$ cat config.mk
export PLATFORM = sky130hd
export DESIGN_NAME = ram_sdp_param
export DESIGN_NICKNAME = d
export VERILOG_FILES = /design/src/rtl/ram_sdp_param.sv
export SDC_FILE = /design/constraint.sdc
export NUM_CORES = 1
export LEC_CHECK = 0
export ABC_AREA = 1
export CAP_MARGIN = 20
export CORE_ASPECT_RATIO = 1.75
export CORE_MARGIN = 4
export CORE_UTILIZATION = 55
export CTS_BUF_LIST = sky130_fd_sc_hd__clkbuf_8
export DETAILED_ROUTE_END_ITERATION = 12
export GPL_TIMING_DRIVEN = 0
export PLACE_DENSITY = 0.76
export SLEW_MARGIN = 10
export SYNTH_ARGS = -nofsm -noshare
export SYNTH_HDL_FRONTEND = slang
export SYNTH_SLANG_ARGS = --single-unit
export TNS_END_PERCENT = 1
$ cat constraint.sdc
create_clock -name clk -period 1.91 [get_ports clk]
set_input_delay 0.382 -clock clk [delete_from_list [all_inputs] [get_ports clk]]
set_output_delay 0.382 -clock clk [all_outputs]
set_load 0.01 [all_outputs]
$ cat src/rtl/ram_sdp_param.sv
// Simple-dual-port synchronous RAM with byte write enables, a 1- or 2-stage
// read pipeline, selectable read-during-write result and a clear engine
// that zeroes the whole array after reset or on a clr pulse.

// One byte lane of the array: a single write port and an asynchronous read
// tap. Forwarding of same-address write data is chosen by the parent via fwd.
module ram_sdp_param_lane #(
    parameter int ADDR_W = 4
) (
    input  logic              clk,
    input  logic              we,
    input  logic [ADDR_W-1:0] waddr,
    input  logic [7:0]        wdata,
    input  logic [ADDR_W-1:0] raddr,
    input  logic              fwd,
    output logic [7:0]        rdata
);
    logic [7:0] mem [2**ADDR_W];

    // Storage has no reset; the clear engine writes zeros through this port.
    always_ff @(posedge clk) begin
        if (we) mem[waddr] <= wdata;
    end

    assign rdata = fwd ? wdata : mem[raddr];
endmodule

module ram_sdp_param #(
    parameter int DATA_W   = 16,
    parameter int ADDR_W   = 4,
    parameter int RD_LAT   = 1,   // 1 or 2
    parameter int RDW_MODE = 0    // 0 = old data, 1 = new (byte-merged) data
) (
    input  logic                clk,
    input  logic                rst,
    input  logic                clr,
    output logic                busy,
    input  logic                w_en,
    input  logic [ADDR_W-1:0]   w_addr,
    input  logic [DATA_W-1:0]   w_data,
    input  logic [DATA_W/8-1:0] w_be,
    input  logic                r_en,
    input  logic [ADDR_W-1:0]   r_addr,
    output logic [DATA_W-1:0]   r_data,
    output logic                r_valid
);
    localparam int NUM_LANES = DATA_W / 8;
    localparam int STAGES    = RD_LAT;

    typedef enum logic {CLEAR, IDLE} state_t;

    state_t            state, state_nx;
    logic [ADDR_W-1:0] clr_ptr, clr_ptr_nx;
    logic              clearing;
    logic              wr_acc, rd_acc;

    logic [NUM_LANES-1:0]       mem_we;
    logic [NUM_LANES-1:0][7:0]  mem_wdata;
    logic [NUM_LANES-1:0][7:0]  lane_rd;
    logic [NUM_LANES-1:0]       lane_fwd;
    logic [ADDR_W-1:0]          mem_waddr;
    logic [DATA_W-1:0]          rd_word;

    logic [STAGES:0]              vld_pipe;
    logic [STAGES-1:0]            vld_q;
    logic [STAGES:0][DATA_W-1:0]  d_pipe;
    logic [STAGES-1:0][DATA_W-1:0] d_q;

    // Clear engine state register; reset lands in CLEAR so the array is swept.
    always_ff @(posedge clk or posedge rst) begin
        if (rst) begin
            state   <= CLEAR;
            clr_ptr <= '0;
        end else begin
            state   <= state_nx;
            clr_ptr <= clr_ptr_nx;
        end
    end

    // Next-state: sweep every address once, then idle until the next clr.
    // clr while sweeping is ignored so the sweep is never restarted.
    always_comb begin
        state_nx   = state;
        clr_ptr_nx = clr_ptr;
        case (state)
            CLEAR: begin
                clr_ptr_nx = clr_ptr + 1'b1;
                if (clr_ptr == '1) state_nx = IDLE;
            end
            IDLE: begin
                if (clr) begin
                    state_nx   = CLEAR;
                    clr_ptr_nx = '0;
                end
            end
            default: state_nx = CLEAR;
        endcase
    end

    assign clearing = (state == CLEAR);
    assign busy     = clearing;
    // clr outranks accesses issued in the same cycle.
    assign wr_acc   = !clearing && !clr && w_en;
    assign rd_acc   = !clearing && !clr && r_en;

    assign mem_waddr = clearing ? clr_ptr : w_addr;

    genvar i;
    generate
        for (i = 0; i < NUM_LANES; i++) begin : g_lane
            assign mem_we[i]    = clearing || (wr_acc && w_be[i]);
            assign mem_wdata[i] = clearing ? 8'h00 : w_data[8*i +: 8];
            // Forward only enabled bytes of a same-address write, giving the
            // byte-merged word in new-data mode.
            assign lane_fwd[i]  = (RDW_MODE == 1) && wr_acc && w_be[i]
                                  && (r_addr == w_addr);

            ram_sdp_param_lane #(.ADDR_W(ADDR_W)) u_lane (
                .clk   (clk),
                .we    (mem_we[i]),
                .waddr (mem_waddr),
                .wdata (mem_wdata[i]),
                .raddr (r_addr),
                .fwd   (lane_fwd[i]),
                .rdata (lane_rd[i])
            );
        end
    endgenerate

    assign rd_word  = lane_rd;
    assign vld_pipe = {vld_q, rd_acc};
    assign d_pipe   = {d_q, rd_word};

    // Read pipeline: valid shifts every cycle; data stages load only with a
    // valid entry so r_data holds between reads. In-flight entries drain even
    // when a clear starts.
    always_ff @(posedge clk or posedge rst) begin
        if (rst) begin
            vld_q <= '0;
            d_q   <= '0;
        end else begin
            vld_q <= vld_pipe[STAGES-1:0];
            for (int k = 0; k < STAGES; k++) begin
                if (vld_pipe[k]) d_q[k] <= d_pipe[k];
            end
        end
    end

    assign r_valid = vld_pipe[STAGES];
    assign r_data  = d_pipe[STAGES];
endmodule

==> summary.md <==
| Metric | Value |
|---|---|
| Vias per Instance | about 6 |
| Clk_skew | 0.02080 ns |
| DR vias | 8558 |
| DP Cell Count | between 1000 and 1500 |
| Critical Path Slowest Stage Cell | dfrtp_2 |
| Final std cells w/o fill | 1426 |
| Pre-antenna DRT Iters | 6 |
| Die X | around 120 um |
| Post-synth top area share | 67.10% |
| Pin count of the biggest net entering global routing | 23 |
| Initial drt markers | a little over 1000 |
| GPL Wtd Cong | roughly 0.95 |
| Rel. slew slack | 35.26% |
| Post-synthesis register bit count | between 200 and 300 |
| Layout cells sized above 1 | 15.53% |
| Fin. Hold Viols | 0 |
| Routed WL per cell | 22.90 um |
| Leading area contributor after synthesis | edfxtp_1 |
| Worst EP required | 2.14 ns |
| First-pass GRT wire length | 45640 um |
| # setup viols final | 103 |
| Synth unique cells | 22 |
| Initial antenna violation count | 0 |
| Clock buffer count from CTS | 37 |
| Worst Path Arrival | 2.25 ns |
| GRT Util Overall | 27.25% |
| Critical Path, Cell by Cell | inv_6, or2_4, o21ai_4, inv_2, nor2_4, nand2_2, nor2_4, buf_12 |
| Ratio of final minimum period to clock period | 105.5% |
| Worst Reg-to-Reg Cells | 8 |
| HPWL Detailed | 20960 um |
| Cell Pwr Density | 1418 nW/um^2 |
| Pint | 13.03 mW |
| Hold Crit Class | in2async |
| Worst-Skew Late Latency | roughly 0.53 ns |
| R2R Setup Slk | -0.10 ns |
| Failing checks | setup timing |
| Seq pwr share | 48.1% |
| Clock network fraction of total power | 21.0% |
| Avg Inst Size Synth | 10.97 um^2 |
| Largest cells by area after synthesis | edfxtp_1 (67%), nand2_1 (14%), nand3_1 (8.4%), dfrtp_1 (4.8%), buf_2 (1.5%) |
| Worst R2R Start | state$_DFF_PP0_ |
| Max Cap Viol | 0 |
| Nets | 1183 |
| Sequential cell area fraction in the yosys report | 71.90% |
| # port buffers | 46 |
| Core Util, Final | 67.53% |
| CTS H-tree lvls | 2 |
| Synth warn | 0 |
| Largest stage delay, worst path | 0.47 ns |
| Initial Util | between 50% and 60% |
| CTS Sinks | 278 |
| Critical Path Source Type | flip-flop |
| Final Cell Area | 13760 um^2 |
| Number of top-level pins | 49 |
| DRT Wirelength | 32660 um |
| Total congestion overflow | 0 |
| Most used cell, CP | nor2_4 |
| CTS tree | built |
| Hold slack | 0.3760 ns |
| Achievable Freq | 0.4964 GHz |
| Sw frac | 33.21% |
| Max Root-Sink Buffers | 3 |
| Detail Route Antenna Nets | 0 |
| Worst Tran Pin Value | about 0.97 ns |
| Post-Synthesis Cells | 1044 |
| Net Sw Power | roughly 6.5 mW |
| Leak | ~5.4 nW |
| Syn nets | between 1000 and 1500 |
| Minimum clock period | 2.015 ns |
| Post-CTS Hold Fix Bufs | 0 |
| Kind of critical path | reg2reg |
| Die footprint | 23300 um^2 |
| Crit end category | flip-flop |
| Crit Reg-Reg Endpoint | g_lane[0].u_lane.mem[3][4]$_DFFE_PP_ |
| DRC violations left | 0 |
| Root Driver | clkbuf_8 |
| Cell Area, Synth | 11460 um^2 |
| Max VDD drop | 0.9139 mV |
| Die H | just under 200 um |
| Core Area | 20370 um^2 |
| Ant. Diodes | 0 |
| RSZ-0062 raised after global routing | true |
| Vias in the first global route | 7942 |
| CTS clk-pin slew, worst paths | 0.07 ns |
| Setup slack after layout | -0.1046 ns |
| TNS Setup | -3.483 ns |
| FP Rows | 69 |
| Layout area overhead | 20.08% |
| Status | complete, but fails checks |
| Final Max Tran Viols | 0 |
| Logic pwr share | between 30% and 40% |
| CP max FO | 10 |
| DP Area | 12230 um^2 |
state kept, by name, summed over array words and instances, names as in the netlist:
signal	count
g_lane.u_lane.mem	256
r_valid	1
state	1
clr_ptr	4
r_data	16
worst max-delay path, delay by kind of cell, from the launching register on:
kind | cells | cell delay, ns
AND/OR/NAND/NOR | 4 | 0.81
flip-flops | 1 | 0.47
buffers and inverters | 3 | 0.34
AO/OA/AOI/OAI | 1 | 0.09
cells in the final DEF (no fill, tap or decap), drive strengths merged, types with 2 or more instances in the layout:
cell type,instances
a31oi,2
clkbuf,63
nand2,428
clkinv,5
clkdlybuf4s50,45
edfxtp,256
inv,46
buf,59
clkinvlp,6
nor2,41
o21ai,6
nand3,193
dfrtp,22
routing by layer:
metal  track usage, %  wire [um]  vias to the layer above
li1                 -          -                     3766
met1            29.79       9982                     3997
met2            48.68      16960                      618
met3            3.288       2928                      177
met4            17.69       2786                        0
met5                0          0                        -
per-stage QoR:
stage          setup slack [ns]  power, mW
6_report                -0.1046      19.51
5_1_grt                 -0.1390      20.26
4_1_cts                -0.03901      18.15
3_5_place_dp            -0.8121      13.64
3_3_place_gp            -0.7864      13.50
2_1_floorplan           0.07104      11.83
logic make-up after synthesis:
logic type      Yosys count  share of synthesized area [%]
fa+ha+maj                 1                         0.1092
compound gates           10                         0.5132
flops                   278                          71.90
simple gates            664                          23.95
buf+inv                  91                          3.527
worst max-delay path by stage:
stage | from | endpoint | slack, ns | cells after the start
after floorplan | state$_DFF_PP0_ | g_lane[0].u_lane.mem[4][0]$_DFFE_PP_ | 0.07 | 6
after global placement | w_addr[0] | g_lane[1].u_lane.mem[10][3]$_DFFE_PP_ | -0.79 | 6
after detailed placement | w_addr[0] | g_lane[1].u_lane.mem[10][3]$_DFFE_PP_ | -0.81 | 6
after CTS | state$_DFF_PP0_ | g_lane[1].u_lane.mem[0][5]$_DFFE_PP_ | -0.04 | 7
after global routing | r_addr[0] | r_data[15]$_DFFE_PP0P_ | -0.14 | 12
final | state$_DFF_PP0_ | g_lane[0].u_lane.mem[3][4]$_DFFE_PP_ | -0.10 | 8
Yosys cell counts:
cell type and count:
nand2_1 428, edfxtp_1 256, nand3_1 193, nor2_1 39, buf_2 35, inv_1 31
dfrtp_1 22, clkbuf_1 13, buf_1 5, o21ai_0 4, buf_4 3, inv_2 3
a31oi_1 2, nor2_2 2, a21oi_1 1, buf_6 1, ha_1 1, nand4_1 1
o21a_1 1, o21ai_1 1, o21ai_2 1, or2_0 1
layout make-up:
class                   instances  area [um^2]
flip-flops and latches        278         8239
fillers                      1386         6616
multi-input cells             675         3192
repair buffers                 68        874.6
clock buffers                  43        591.8
well taps                     248        310.3
plain buffers                  57        306.5
inverters                      34        151.4
clock inverters                23        92.59
power by group through the flow:
stage	Sequential [mW]	Clock (mW)	Combinational, mW
6_report	9.38	4.10	6.03
4_1_cts	9.34	4.09	4.72
3_5_place_dp	9.49	0	4.16
3_3_place_gp	9.43	0	4.07
5_1_grt	9.49	4.39	6.39
2_1_floorplan	9.45	0	2.38
what timing repair did:
item,in CTS,in global routing
resized for setup,82,46
buffers inserted,2,20
setup endpoints to repair,400,270
gates cloned,0,0
pin swaps,2,28
No activity file was read; power rests on OpenSTA's default activity.
